==> config.mk <==
export PLATFORM = sky130hd
export DESIGN_NAME = muldiv_sequencer
export DESIGN_NICKNAME = d
export VERILOG_FILES = /design/src/rtl/muldiv_pkg.sv /design/src/rtl/muldiv_watchdog.sv /design/src/rtl/muldiv_sequencer.sv
export SDC_FILE = /design/constraint.sdc
export NUM_CORES = 1
export LEC_CHECK = 0
export CELL_PAD_IN_SITES_DETAIL_PLACEMENT = 1
export CELL_PAD_IN_SITES_GLOBAL_PLACEMENT = 2
export CORE_MARGIN = 1
export CORE_UTILIZATION = 33
export DETAILED_ROUTE_END_ITERATION = 12
export GPL_TIMING_DRIVEN = 0
export PLACE_DENSITY_LB_ADDON = 0.25
export REMOVE_ABC_BUFFERS = 1
export SYNTH_ARGS = -nofsm -noshare
export SYNTH_HDL_FRONTEND = slang
export SYNTH_SLANG_ARGS = --single-unit
==> constraint.sdc <==
create_clock -name clock -period 2.8 [get_ports clock]
set_clock_uncertainty 0.2 [all_clocks]
set_input_delay 0.42 -clock clock [delete_from_list [all_inputs] [get_ports clock]]
set_output_delay 0.42 -clock clock [all_outputs]
set_load 0.01 [all_outputs]
==> src/rtl/muldiv_pkg.sv <==
// Shared types for the multiply/divide sequencer: FSM states, operation and
// exception-cause encodings, the default watchdog limit and the output decode.
// No ports; imported by muldiv_watchdog and muldiv_sequencer.
package muldiv_pkg;

    typedef enum logic [2:0] {
        ST_IDLE,
        ST_MULT_RUN,
        ST_DIV_RUN,
        ST_WB,
        ST_EXC
    } state_t;

    // The op encoding doubles as the HI/LO source mux select (0 = Div, 1 = Mult).
    typedef enum logic {
        OP_DIV  = 1'b0,
        OP_MULT = 1'b1
    } op_t;

    typedef enum logic [1:0] {
        CAUSE_NONE,
        CAUSE_DIV0,
        CAUSE_TIMEOUT
    } cause_t;

    localparam int TIMEOUT_DEFAULT = 40;

    typedef struct packed {
        logic mult_start;
        logic div_start;
        logic hi_sel;
        logic lo_sel;
        logic write_hi;
        logic write_lo;
        logic busy;
        logic done;
        logic div0_exc;
        logic timeout_exc;
    } outs_t;

    // Moore decode: outputs depend only on state, op and cause.
    function automatic outs_t decode(input state_t s, input op_t o, input cause_t c);
        outs_t r;
        r             = '0;
        r.mult_start  = (s == ST_MULT_RUN);
        r.div_start   = (s == ST_DIV_RUN);
        r.hi_sel      = (o == OP_MULT);
        r.lo_sel      = (o == OP_MULT);
        r.write_hi    = (s == ST_WB);
        r.write_lo    = (s == ST_WB);
        r.busy        = (s != ST_IDLE);
        r.done        = (s == ST_WB);
        r.div0_exc    = (s == ST_EXC) && (c == CAUSE_DIV0);
        r.timeout_exc = (s == ST_EXC) && (c == CAUSE_TIMEOUT);
        return r;
    endfunction

endpackage

==> src/rtl/muldiv_watchdog.sv <==
// RUN-cycle counter for the sequencer watchdog; expired is high when count == TIMEOUT-1.
// Ports: clock, reset (sync, active-high), clear (wins over enable), enable, expired.
// Latency: clear/enable take effect on the next rising edge; expired is a decode of the count.
module muldiv_watchdog #(
    parameter int TIMEOUT = 40
) (
    input  logic clock,
    input  logic reset,
    input  logic clear,
    input  logic enable,
    output logic expired
);

    localparam int CW = $clog2(TIMEOUT + 1);
    localparam logic [CW-1:0] LAST = CW'(TIMEOUT - 1);

    logic [CW-1:0] count;

    // Holds at LAST instead of wrapping; the FSM always leaves RUN on that cycle anyway.
    always_ff @(posedge clock) begin
        if (reset) begin
            count <= '0;
        end else if (clear) begin
            count <= '0;
        end else if (enable && (count != LAST)) begin
            count <= count + 1'b1;
        end
    end

    assign expired = (count == LAST);

endmodule

==> src/rtl/muldiv_sequencer.sv <==
// Sequences the Mult/Div units and the HI/LO write on a one-cycle request; raises
// div0/timeout exception pulses; stall = hilo_rd & busy (only comb input->output path).
// Latency: request -> RUN next cycle; done at N -> WB at N+1 -> IDLE at N+2.
module muldiv_sequencer
    import muldiv_pkg::*;
#(
    parameter int TIMEOUT = TIMEOUT_DEFAULT
) (
    input  logic clock,
    input  logic reset,
    input  logic req_mult,
    input  logic req_div,
    input  logic abort,
    input  logic hilo_rd,
    input  logic mult_done,
    input  logic div_done,
    input  logic div0,
    output logic mult_start,
    output logic div_start,
    output logic hi_sel,
    output logic lo_sel,
    output logic write_hi,
    output logic write_lo,
    output logic busy,
    output logic stall,
    output logic done,
    output logic div0_exc,
    output logic timeout_exc
);

    state_t state, state_n;
    op_t    op, op_n;
    cause_t cause, cause_n;
    outs_t  outs;
    logic   wd_clear, wd_enable, wd_expired;

    muldiv_watchdog #(.TIMEOUT(TIMEOUT)) u_watchdog (
        .clock   (clock),
        .reset   (reset),
        .clear   (wd_clear),
        .enable  (wd_enable),
        .expired (wd_expired)
    );

    assign wd_enable = (state == ST_MULT_RUN) || (state == ST_DIV_RUN);

    // Exit priority in RUN: abort, then div0 (div only), then done, then watchdog.
    always_comb begin
        state_n  = state;
        op_n     = op;
        cause_n  = cause;
        wd_clear = 1'b0;
        case (state)
            ST_IDLE: begin
                if (req_mult) begin
                    state_n  = ST_MULT_RUN;
                    op_n     = OP_MULT;
                    cause_n  = CAUSE_NONE;
                    wd_clear = 1'b1;
                end else if (req_div) begin
                    state_n  = ST_DIV_RUN;
                    op_n     = OP_DIV;
                    cause_n  = CAUSE_NONE;
                    wd_clear = 1'b1;
                end
            end
            ST_MULT_RUN: begin
                if (abort) begin
                    state_n = ST_IDLE;
                end else if (mult_done) begin
                    state_n = ST_WB;
                end else if (wd_expired) begin
                    state_n = ST_EXC;
                    cause_n = CAUSE_TIMEOUT;
                end
            end
            ST_DIV_RUN: begin
                if (abort) begin
                    state_n = ST_IDLE;
                end else if (div0) begin
                    state_n = ST_EXC;
                    cause_n = CAUSE_DIV0;
                end else if (div_done) begin
                    state_n = ST_WB;
                end else if (wd_expired) begin
                    state_n = ST_EXC;
                    cause_n = CAUSE_TIMEOUT;
                end
            end
            ST_WB:   state_n = ST_IDLE;
            ST_EXC:  state_n = ST_IDLE;
            default: state_n = ST_IDLE;
        endcase
    end

    // Outputs are registered from the next-state decode so they line up with the state.
    always_ff @(posedge clock) begin
        if (reset) begin
            state <= ST_IDLE;
            op    <= OP_DIV;
            cause <= CAUSE_NONE;
            outs  <= '0;
        end else begin
            state <= state_n;
            op    <= op_n;
            cause <= cause_n;
            outs  <= decode(state_n, op_n, cause_n);
        end
    end

    assign mult_start  = outs.mult_start;
    assign div_start   = outs.div_start;
    assign hi_sel      = outs.hi_sel;
    assign lo_sel      = outs.lo_sel;
    assign write_hi    = outs.write_hi;
    assign write_lo    = outs.write_lo;
    assign busy        = outs.busy;
    assign done        = outs.done;
    assign div0_exc    = outs.div0_exc;
    assign timeout_exc = outs.timeout_exc;
    assign stall       = hilo_rd & outs.busy;

endmodule

Yosys cells after proc, flatten, opt, wreduce, memory -nomap -nowiden
Index checks and enable logic that the tools add are counted.

Input bits: 9. Logic and storage cells: 55. Output and inout port bits: 11. Register bits: 18.

Muxes and demuxes: 24. Equality and inequality tests: 10. Reductions and logical operators: 9. $add $sub $neg: 1. Bitwise logic cells: 1.

Operators by type and width (count): $mux 3 (8); $mux 2 (8); $eq 3x2->1 const B (3); $pmux 3 s3 (1); $add 6x1->6 const B (1); $eq 3x1->1 const B (2); $eq 6x6->1 const B (1); $mux 1 (6); $ne 6x6->1 const B (1); $pmux 2 s3 (1); $eq 3x3->1 const B (1); $logic_and 1x1->1 (3); $logic_not 3->1 (1); $reduce_bool 3->1 (1); $eq 2x1->1 const B (1); $eq 2x2->1 const B (1); $reduce_and 2->1 (1); $reduce_bool 2->1 (1); $reduce_or 2->1 (1); $and 1x1->1 (1); $logic_or 1x1->1 (1).

Longest topological paths before layout
Depth in word-level cells: 8. Gate-level depth with buffers: 6.

Cells and area by module
From an unflattened synthesis, not the netlist that was laid out.

Cell total of the unflattened synthesis: 94. Area, all modules: 835.8 sq um.

By module, submodules not included: muldiv_sequencer (cells an instance 60, seq. area each 220.2 sq um, area an instance 540.5 sq um, instances 1); muldiv_watchdog (cells an instance 34, seq. area each 120.1 sq um, area an instance 295.3 sq um, instances 1).

Least setup slack after synthesis
OpenSTA, ideal clock, no wires.

Kind: register -> register. Start point: register u_watchdog.count[0]. End point: register u_watchdog.count[5]. Arrival time: 1589 ps. Setup slack: 895 ps. Setup time: 116 ps. Data required time: 2484 ps. Cell stages (with the launch flop): 7. Cell sequence: dfxtp_1 -> ha_1 -> and4bb_1 -> buf_6 -> a2111oi_4 -> a311oi_1 -> a41o_1.

Word-level cells in the longest chain between the ends: 2. Elaborated cells between the ends (all ways): 3. Those cells by class: add/sub (1); eq/ne (1); reduce/logical (1).

Ends and longest elaborated chain: start: declaration (RTL line muldiv_watchdog.sv:17) `logic [CW-1:0] count;`; start signal: assignment (RTL line muldiv_watchdog.sv:26) `count <= count + 1'b1;`; parallel branches: the longest is 2 deep, another holds $add 6x1->6.

Several ways; the timed one is not identified. A chain may end at the register's enable or synchronous reset.

Worst setup path after layout
Start point: input port abort. End point: register outs (netlist bit busy).

Word-level cells in the longest chain between the ends: 3. Elaborated cells between the ends (all ways): 4. Those cells by class: mux (3); reduce/logical (1).

Ends and longest elaborated chain: start: declaration (RTL line muldiv_sequencer.sv:13) `input logic abort,`; $mux 3, on equally long branches (RTL line muldiv_sequencer.sv:78, muldiv_sequencer.sv:68); $pmux 3 s3 (*) (RTL line muldiv_sequencer.sv:53) `case (state)`; $reduce_bool 3->1 (*) (RTL line muldiv_pkg.sv:51) `r.busy = (s != ST_IDLE);`; end signal: assignment (RTL line muldiv_sequencer.sv:107) `outs <= decode(state_n, op_n, cause_n);`; end: declaration (RTL line muldiv_sequencer.sv:34) `outs_t outs;`.

Mark *: on every way between the ends. The rest lies on a longest branch, timed or not.

==> Flow_metrics.wiki <==
{| class="wikitable"
! Metric !! Value
|-
| Result of the run || complete, but fails checks
|-
| Violated checks || design-rule violations
|-
| Clock network power share || 25.4%
|-
| Via total after detailed routing || 799
|-
| Final period demand of the worst path || 2.26 ns
|-
| Area taken by multi-input logic gates || 556 sq um
|-
| Number of distinct standard cells referenced by the synthesized netlist || 47
|-
| Filler Cells Inserted || 338
|-
| Internal power consumption || 371 uW
|-
| Maximum level of the CTS H-tree || 1
|-
| Count of buffers added by post-CTS timing repair for setup || 0
|-
| Worst reg2reg startpoint || u_watchdog.count[0]$_SDFFE_PP0P_
|-
| Critical-path maximum fanout || 7
|-
| Number of instances in the synthesized netlist || 101
|-
| Most common library cell in the layout ignoring fill and taps || sky130_fd_sc_hd__clkdlybuf4s50_1
|-
| Data required, critical path || 2.75 ns
|-
| Layout area overhead || 18.6%
|-
| DRC violation count after routing || 4
|-
| CTS clk-pin slew, worst paths || 0.11 ns
|-
| Accumulated negative setup slack || 0 ns
|-
| HPWL after detailed placement || 1.63 mm
|-
| Min-delay worst type || reg -> reg
|-
| Count of warnings emitted by yosys || 0
|-
| EDFF count, synth || 0
|-
| Final ANT Viol Nets || 0
|-
| Switching Power || 153 uW
|-
| Cell Pwr Density || 446 mW/mm^2
|-
| Startpoint Class || input pin
|-
| Row count || 19
|-
| Number of clock sinks seen by CTS || 17
|-
| Avg Cell Area, Syn || 9.81 sq um
|-
| Max frequency || 442 MHz
|-
| Reg2Reg Capture Point || busy$_SDFF_PP0_
|-
| Critical setup path kind || in -> reg
|-
| First-pass GRT wire length || 3.73 mm
|-
| Post-cts hold buffer count || 0
|-
| Max Cap Violations || 0
|-
| Top post-synthesis cells by area || sky130_fd_sc_hd__dfxtp_1 34%, sky130_fd_sc_hd__nor2_1 4.2%, sky130_fd_sc_hd__xnor2_1 3.5%, sky130_fd_sc_hd__o32ai_2 3.3%, sky130_fd_sc_hd__nor3_1 3.0%
|-
| Final cell area excluding filler cells || 0.00117 sq mm
|-
| Setup repair after global routing missed its margin || no
|-
| Initial DRC count || 25
|-
| Critical Path Source || abort
|-
| Number of pins exceeding their max-slew limit in the final report || 0
|-
| Net count of the finished layout || 125
|-
| Cell leakage power || 0.452 nW
|-
| Antenna Diode Count || 0
|-
| Proportion of synthesized chip area in sequential cells || 34.3%
|-
| CTS Buffer Depth || 2
|-
| Insertion delay to the later sink of the worst-skew pair || 0.29 ns
|-
| Prevailing post-synth register cell || sky130_fd_sc_hd__dfxtp_1
|-
| Transition time at the pin with the least slew margin || 0.676 ns
|-
| TritonCTS buffer count || 3
|-
| Height of the die || 56.8 um
|-
| Layout cell share with drive strength beyond 1 || 14.9%
|-
| Endpoint arrival time on the critical path || 2.22 ns
|-
| Final routed wire length divided by cell count || 15.0 um
|-
| Fraction of post-synthesis cell area in the top cell type by area || 34.3%
|-
| Via density || 5.51
|-
| Clock tree from TritonCTS || done
|-
| Combinational power share || 22.9%
|-
| Switching portion of total power || 29.2%
|-
| GP Congestion || 0.816
|-
| Antenna violations before repair || 0
|-
| Number of storage elements in the synthesis netlist || 17
|-
| Post-CTS Resized || 0
|-
| Most frequent cells in the layout || 19 x sky130_fd_sc_hd__clkdlybuf4s50_1, 17 x sky130_fd_sc_hd__dfxtp_1, 11 x sky130_fd_sc_hd__nor2_1, 6 x sky130_fd_sc_hd__inv_1, 6 x sky130_fd_sc_hd__nor3_1
|-
| Peak supply drop || 0.214 mV
|-
| Final number of hold-violating endpoints || 0
|-
| Critical path destination || busy$_SDFF_PP0_
|-
| Total routing resource utilization after global routing || 14.7%
|-
| Share of flip-flops with an asynchronous set or reset after synthesis || 0%
|-
| Vias in the first global route || 789
|-
| Port-buffer cells || 19
|-
| Maximum number of pins on one net before global-route repair || 14
|-
| DRT Pass-1 Iters || 8
|-
| Area post-placement || 0.00115 sq mm
|-
| Crit. End Element || register
|-
| Area taken by flip-flops and latches || 340 sq um
|-
| Die boundary width || 56.8 um
|-
| Total core area || 0.00281 sq mm
|-
| Reg2reg path depth || 5
|-
| Post-synth top area cell || sky130_fd_sc_hd__dfxtp_1
|-
| Initial standard-cell utilization of the core || 35.3%
|-
| Worst relative slew slack || 54.4%
|-
| Total wire length after detailed routing || 2.17 mm
|-
| Worst R2R Setup Slack || 0.54 ns
|-
| Sequential Power Share || 51.7%
|-
| Global route total overflow || 0
|-
| Area of the mapped netlist || 991 sq um
|-
| Ratio of final minimum period to clock period || 80.8%
|-
| Setup Viol. Count Final || 0
|-
| Number of primary I/O pins || 20
|-
| Total die area || 0.00323 sq mm
|-
| Clk root buf || sky130_fd_sc_hd__clkbuf_4
|}
[state kept, by name, indices dropped and copies added, names as in the netlist]
signal,flops
div0_exc,1
u_watchdog.count,6
done,1
mult_start,1
busy,1
timeout_exc,1
state,3
div_start,1
lo_sel,1
cause,1
[cell families after synthesis]
family	share of synthesized area, %
AO/OA/AOI/OAI	24.5
XOR/XNOR	3.53
adder cells (fa/ha/maj)	1.26
buffers and inverters	9.59
flip-flops	34.3
multiplexers	1.01
AND/OR/NAND/NOR	25.8
[synthesized netlist by cell type, types with 2 or more instances]
library cell and number:
sky130_fd_sc_hd__and2_1 2, sky130_fd_sc_hd__inv_1 6, sky130_fd_sc_hd__dfxtp_1 17, sky130_fd_sc_hd__nand2b_1 2, sky130_fd_sc_hd__nand3b_1 2, sky130_fd_sc_hd__a21oi_1 3, sky130_fd_sc_hd__buf_4 4, sky130_fd_sc_hd__nor3_1 6
sky130_fd_sc_hd__o32ai_2 2, sky130_fd_sc_hd__or4b_1 3, sky130_fd_sc_hd__nand2_1 3, sky130_fd_sc_hd__xnor2_1 4, sky130_fd_sc_hd__nor2_1 11, sky130_fd_sc_hd__nor2b_1 2, sky130_fd_sc_hd__buf_6 2
[per-stage QoR]
step | hold WS, ns | total power [mW] | utilization (%) | setup WS [ns] | cells
after floorplan | 0.288 | 0.340 | - | 0.845 | 91
after global placement | 0.305 | 0.394 | 40.9 | 0.263 | 141
after detailed placement | 0.322 | 0.397 | 40.9 | 0.204 | 141
after CTS | 0.349 | 0.535 | 41.9 | 0.503 | 145
after global routing | 0.407 | 0.554 | 41.9 | 0.284 | 145
final | 0.336 | 0.524 | 41.9 | 0.537 | 145
[how the worst min path moves through the flow]
| stage | depth (start not counted) | from | endpoint |
|---|---|---|---|
| 2_1_floorplan | 2 | u_watchdog.count[1]$_SDFFE_PP0P_ | u_watchdog.count[1]$_SDFFE_PP0P_ |
| 3_3_place_gp | 2 | lo_sel$_SDFFE_PP0P_ | lo_sel$_SDFFE_PP0P_ |
| 3_5_place_dp | 2 | u_watchdog.count[1]$_SDFFE_PP0P_ | u_watchdog.count[1]$_SDFFE_PP0P_ |
| 4_1_cts | 2 | u_watchdog.count[1]$_SDFFE_PP0P_ | u_watchdog.count[1]$_SDFFE_PP0P_ |
| 5_1_grt | 2 | lo_sel$_SDFFE_PP0P_ | lo_sel$_SDFFE_PP0P_ |
| 6_report | 2 | u_watchdog.count[1]$_SDFFE_PP0P_ | u_watchdog.count[1]$_SDFFE_PP0P_ |
[area by class of cell]
cell class	instances	share of cell area [%]
sequential	17	29.0
tap	31	3.30
multi-input combinational	68	47.3
inverter	6	1.92
clock buffer	3	1.92
timing repair buffer	19	16.2
clock inverter	1	0.426
[power by group through the flow]
stage | Clock [mW] | Sequential [mW] | Combinational, mW
2_1_floorplan | 0 | 0.278 | 0.0625
5_1_grt | 0.148 | 0.273 | 0.132
3_5_place_dp | 0 | 0.276 | 0.121
3_3_place_gp | 0 | 0.275 | 0.119
4_1_cts | 0.143 | 0.271 | 0.122
6_report | 0.133 | 0.271 | 0.120
[per-layer routing]
layer  track usage, %  vias up  part of all wire [%]
li1                 -      397                     -
met1             21.3      390                    51
met2             21.9       12                    45
met3             3.23        0                   3.5
met5                0        -                     0
met4             3.48        0                     0
[worst max-delay path, cell delays in order]
cell and delay, ns:
sky130_fd_sc_hd__clkdlybuf4s50_1 0.63, sky130_fd_sc_hd__or4b_1 0.33, sky130_fd_sc_hd__nor2_4 0.06, sky130_fd_sc_hd__a222oi_1 0.62, sky130_fd_sc_hd__o211ai_1 0.17
(Power assumes the default switching activity.)
